==> config.mk <==
export PLATFORM = sky130hd
export DESIGN_NAME = ascon_result_serializer
export DESIGN_NICKNAME = d
export VERILOG_FILES = /design/src/rtl/ascon_result_serializer.sv
export SDC_FILE = /design/constraint.sdc
export NUM_CORES = 2
export LEC_CHECK = 0
export CORE_AREA = 2 2 633 635
export DETAILED_ROUTE_END_ITERATION = 10
export DIE_AREA = 0 0 635 637
export PLACE_DENSITY = 0.34
export SLEW_MARGIN = 0
export SYNTH_ARGS = -nofsm -noshare
export SYNTH_HDL_FRONTEND = slang
export SYNTH_SLANG_ARGS = --single-unit
==> constraint.sdc <==
create_clock -name clock_i -period 3.2 [get_ports clock_i]
set_input_delay 0.64 -clock clock_i [delete_from_list [all_inputs] [get_ports clock_i]]
set_output_delay 0.64 -clock clock_i [all_outputs]
set_load 0.02 [all_outputs]
==> src/rtl/ascon_result_serializer.sv <==
// Captures the ASCON ciphertext and tag, then streams them out MSB-first, one byte per handshake.
// Define ASCON_SER_HEADER_EN to prefix each frame with a sync byte 0xA5 and a length byte.
module ascon_result_serializer #(
    parameter int CIPHER_BYTES = 184,
    parameter int TAG_BYTES    = 16
) (
    input  logic                      clock_i,
    input  logic                      reset_i,
    input  logic [8*CIPHER_BYTES-1:0] cipher_i,
    input  logic                      en_cipher_reg_i,
    input  logic [8*TAG_BYTES-1:0]    tag_i,
    input  logic                      en_tag_reg_i,
    output logic [7:0]                byte_o,
    output logic                      byte_valid_o,
    input  logic                      byte_ready_i,
    output logic                      busy_o,
    output logic                      done_o,
    output logic                      overrun_o
);

    localparam int PAYLOAD_BYTES = CIPHER_BYTES + TAG_BYTES;
`ifdef ASCON_SER_HEADER_EN
    localparam int HDR_BYTES = 2;
`else
    localparam int HDR_BYTES = 0;
`endif
    localparam int FRAME_BYTES = PAYLOAD_BYTES + HDR_BYTES;
    localparam int REG_W       = FRAME_BYTES * 8;
    localparam int HEAD_W      = (HDR_BYTES + CIPHER_BYTES) * 8;
    localparam int TAG_W       = TAG_BYTES * 8;
    localparam logic [7:0] LAST_IDX = 8'(FRAME_BYTES - 1);

    typedef enum logic [1:0] {IDLE, WAIT_TAG, SEND, DONE} state_t;

    state_t           state;
    logic [REG_W-1:0] shift_reg;
    logic [7:0]       byte_count;
    logic             cipher_prev;
    logic             tag_prev;
    logic             cipher_edge;
    logic             tag_edge;
    logic [HEAD_W-1:0] head_cipher;

    assign cipher_edge = en_cipher_reg_i & ~cipher_prev;
    assign tag_edge    = en_tag_reg_i & ~tag_prev;

    // The header, when present, rides above the ciphertext so one shift path serves the whole frame.
`ifdef ASCON_SER_HEADER_EN
    assign head_cipher = {8'hA5, 8'(PAYLOAD_BYTES), cipher_i};
`else
    assign head_cipher = cipher_i;
`endif

    always_ff @(posedge clock_i or negedge reset_i) begin
        if (!reset_i) begin
            state        <= IDLE;
            shift_reg    <= '0;
            byte_count   <= '0;
            cipher_prev  <= 1'b0;
            tag_prev     <= 1'b0;
            byte_o       <= 8'h00;
            byte_valid_o <= 1'b0;
            busy_o       <= 1'b0;
            done_o       <= 1'b0;
            overrun_o    <= 1'b0;
        end else begin
            cipher_prev <= en_cipher_reg_i;
            tag_prev    <= en_tag_reg_i;
            done_o      <= 1'b0;
            case (state)
                IDLE: begin
                    if (cipher_edge) begin
                        shift_reg[REG_W-1 -: HEAD_W] <= head_cipher;
                        overrun_o <= 1'b0;
                        busy_o    <= 1'b1;
                        if (tag_edge) begin
                            shift_reg[TAG_W-1:0] <= tag_i;
                            byte_count   <= '0;
                            byte_o       <= head_cipher[HEAD_W-1 -: 8];
                            byte_valid_o <= 1'b1;
                            state        <= SEND;
                        end else begin
                            state <= WAIT_TAG;
                        end
                    end
                end
                WAIT_TAG: begin
                    if (cipher_edge) begin
                        overrun_o <= 1'b1;
                    end
                    if (tag_edge) begin
                        shift_reg[TAG_W-1:0] <= tag_i;
                        byte_count   <= '0;
                        byte_o       <= shift_reg[REG_W-1 -: 8];
                        byte_valid_o <= 1'b1;
                        state        <= SEND;
                    end
                end
                SEND: begin
                    if (cipher_edge || tag_edge) begin
                        overrun_o <= 1'b1;
                    end
                    // byte_o always mirrors the top of the register, so preload the next byte on accept.
                    if (byte_valid_o && byte_ready_i) begin
                        shift_reg  <= shift_reg << 8;
                        byte_count <= byte_count + 8'd1;
                        if (byte_count == LAST_IDX) begin
                            byte_o       <= 8'h00;
                            byte_valid_o <= 1'b0;
                            done_o       <= 1'b1;
                            state        <= DONE;
                        end else begin
                            byte_o <= shift_reg[REG_W-9 -: 8];
                        end
                    end
                end
                DONE: begin
                    busy_o <= 1'b0;
                    state  <= IDLE;
                end
                default: begin
                    state <= IDLE;
                end
            endcase
        end
    end

endmodule

==> flow_summary.json <==
{
  "sw_frac_of_total_pct": 40.3,
  "start_util_pct": 18.5,
  "cp_common_cell": "buf_4",
  "wl_per_cell_um": 24.3,
  "start_kind": "flip-flop",
  "grt_max_degree": 143,
  "cp.arrival_ns": 3.69,
  "rsz0062_at_grt": "false",
  "cpLargestDelayFamily": "buffers and inverters",
  "core_mm2": 0.398,
  "final_cell_mix": "dfrtp_1, clkdlybuf4s50_1, mux2i_1",
  "cap_violations": 0,
  "final_common_cell": "dfrtp_1",
  "p_leak_nw": 40.3,
  "yosys_warnings": 0,
  "crit_required_ns": 3.95,
  "cts_buffers": 214,
  "drcViolationCount": 0,
  "chipWidth_um": 635,
  "clock_sinks": 1624,
  "avgSynthCellArea_um2": 10.4,
  "setup-violations-final": 0,
  "crit-reg2reg-capture": "shift_reg[1073]",
  "worstPathCellList": "inv_1, ha_4, buf_4, buf_12, mux2i_1, buf_4, a21oi_1",
  "switchingPower_mw": 44.3,
  "clkTransAtPathRegs_ns": 0.06,
  "setup_tns_ns": 0,
  "yosysTopAreaCellShare_pct": 55.2,
  "slew_headroom_pct": 24.1,
  "antenna_found_initial": 356,
  "detail_route.vias_per_cell": 4.15,
  "power.share.sequential_pct": 34.6,
  "synth_edf_count": 0,
  "worst_hold_startpoint": "en_cipher_reg_i",
  "yosys-top-cells-area": "dfrtp_1, mux2i_1, a21oi_1",
  "synthArstFlopShare_pct": 100,
  "dp_hpwl_mm": 266,
  "syn_inst": 7061,
  "p_per_area_mw_per_mm2": 1050,
  "first_pass_iters": 5,
  "r2r_setup_slack_ns": 0.26,
  "htree_levels": 4,
  "hold_viol": 0,
  "critical_path.slowest_cell": "mux2i_1",
  "yosysTopAreaCell": "dfrtp_1",
  "status": "complete, no violations",
  "fin_nets": 10200,
  "gp_congestion": 0.823,
  "fmax_mhz": 341,
  "grt_util_all_layers_pct": 16.4,
  "finalCriticalPeriod_ns": 2.94,
  "largest_reg_flops": 1600,
  "clk_latency_ns": 0.90,
  "clockBufferDepth": 4,
  "clock-root-buffer": "clkbuf_16",
  "netlist_area_mm2": 0.0736,
  "hp-class": "input port to flip-flop",
  "num_vias": 58500,
  "synth_ff_type": "dfrtp_1",
  "placement.io_buffers": 1616,
  "intPower_mw": 65.5,
  "rr_worst_depth": 7,
  "combPwrFrac_pct": 43.1,
  "path_class": "flip-flop to flip-flop",
  "slew_viol_final": 0,
  "clock_skew_ns": 0.0610,
  "synth_seq_area_share_pct": 55.2,
  "final_layout_size_suffix_gt1_share_pct": 6.25,
  "critical_path_depth": 7,
  "post_cts_resized": 0,
  "die_h_um": 637,
  "endpoint_kind": "flip-flop",
  "syn_nets": 8672,
  "hold_end": "cipher_prev",
  "cp_num_buf_inv": 4,
  "synth_seq_cells": 1624,
  "r2r-start": "state[0]",
  "gr-total-overflow": 0,
  "power.total_mw": 110,
  "max-vdd-ir-drop_v": 0.000656,
  "max_stage_delay_ns": 0.53,
  "period_share_pct": 91.7,
  "grt_pass1_vias": 59800,
  "hold_path_depth": 1,
  "grt_pass1_wl_mm": 473,
  "path_max_fanout": 75,
  "ant_nets": 0,
  "rows": 232,
  "drt_iter0_markers": 3163,
  "cts_tree": "done",
  "dieArea_mm2": 0.404,
  "clockPowerShare_pct": 22.3,
  "area_growth_pct": 41.5,
  "ys_types": 40,
  "routed_wl_mm": 343,
  "worst_slew_pin_slew_ns": 1.14,
  "io_pins": 1617
}
-- worst max path at each step --
| stage | start | end | slack, ns |
|---|---|---|---|
| global placement | state[0] | shift_reg[1073] | 0.06 |
| detailed placement | state[0] | shift_reg[1073] | 0.04 |
| floorplan | en_tag_reg_i | byte_count[7] | 0.92 |
| global route | state[0] | shift_reg[1073] | 0.02 |
| CTS | state[0] | shift_reg[1073] | 0.01 |
| finish | state[0] | shift_reg[1073] | 0.26 |
-- worst reg2reg max path, delay by kind of cell (launching register included) --
| kind | cells | cell delay, ns |
|---|---|---|
| AO/OA/AOI/OAI | 1 | 0.08 |
| adder cells (fa/ha/maj) | 1 | 0.40 |
| buffers and inverters | 4 | 1.24 |
| flip-flops | 1 | 0.42 |
| multiplexers | 1 | 0.67 |
-- per-stage QoR --
step,hold WS [ns],cells,util (%),cell area [um^2],setup slack (ns)
finish,0.251,14100,26.2,104000,0.264
global route,0.183,14100,26.1,104000,0.0197
CTS,0.122,14000,26.1,104000,0.0124
detailed placement,0.470,13600,24.3,96900,0.0439
global placement,0.464,13600,24.3,96900,0.0581
floorplan,0.344,7061,-,73600,0.915
-- layout make-up --
type | count | area [um^2]
inverter | 4 | 15.0
tap | 5265 | 6590
antenna | 86 | 215
multi-input combinational | 4890 | 30700
timing repair buffer | 1837 | 18900
fill | 42200 | 294000
clock inverter | 41 | 547
sequential | 1624 | 40600
clock buffer | 346 | 6480
-- cell families (layout without fill, tap and decap cells) --
family	Yosys count	count (layout)	synth area share (%)
AOI/OAI and AO/OA	1648	1648	11.4
adders and majority gates	6	6	0.102
buffers and inverters	547	2228	3.11
DFF	1624	1624	55.2
muxes	1597	1597	21.7
other	0	86	0
and+or+nand+nor	1639	1639	8.47
-- Yosys cell counts (2+ instances only) --
| cell | number |
|---|---|
| dfrtp_1 | 1624 |
| nor2_1 | 1483 |
| inv_1 | 4 |
| a22o_1 | 8 |
| o21ai_0 | 123 |
| buf_6 | 2 |
| mux2i_1 | 1594 |
| o31ai_1 | 2 |
| ha_1 | 6 |
| nor2b_1 | 2 |
| clkbuf_1 | 330 |
| mux2_2 | 3 |
| nand3b_1 | 2 |
| a221oi_1 | 11 |
| a22oi_1 | 8 |
| nand3_1 | 7 |
| buf_1 | 35 |
| buf_2 | 176 |
| a211oi_1 | 2 |
| a21oi_1 | 1487 |
| or2b_1 | 2 |
| nand2_1 | 127 |
| or3_1 | 2 |
| nand2b_1 | 4 |
| or4_1 | 2 |
-- power by group through the flow --
stage               Sequential [mW]  Clock (mW)  Combinational [mW]
floorplan                      35.5           0                34.2
detailed placement             38.5           0                48.0
finish                         38.0        24.5                47.3
CTS                            38.2        25.6                48.2
global route                   39.3        26.3                53.1
global placement               38.3           0                47.2
-- what timing repair did --
item,CTS,global route
endpoints found under the setup margin,0,0
endpoints found under the hold margin,25,0
buffers inserted,0,0
hold buffers,1,0
-- layer usage --
| layer | global-route usage, % | wire, um |
|---|---|---|
| met1 | 18.8 | 135000 |
| met2 | 29.4 | 177000 |
| met3 | 4.55 | 21100 |
| met4 | 4.89 | 9450 |
| met5 | 0 | 940 |
Power figures use the tool's default switching activity.
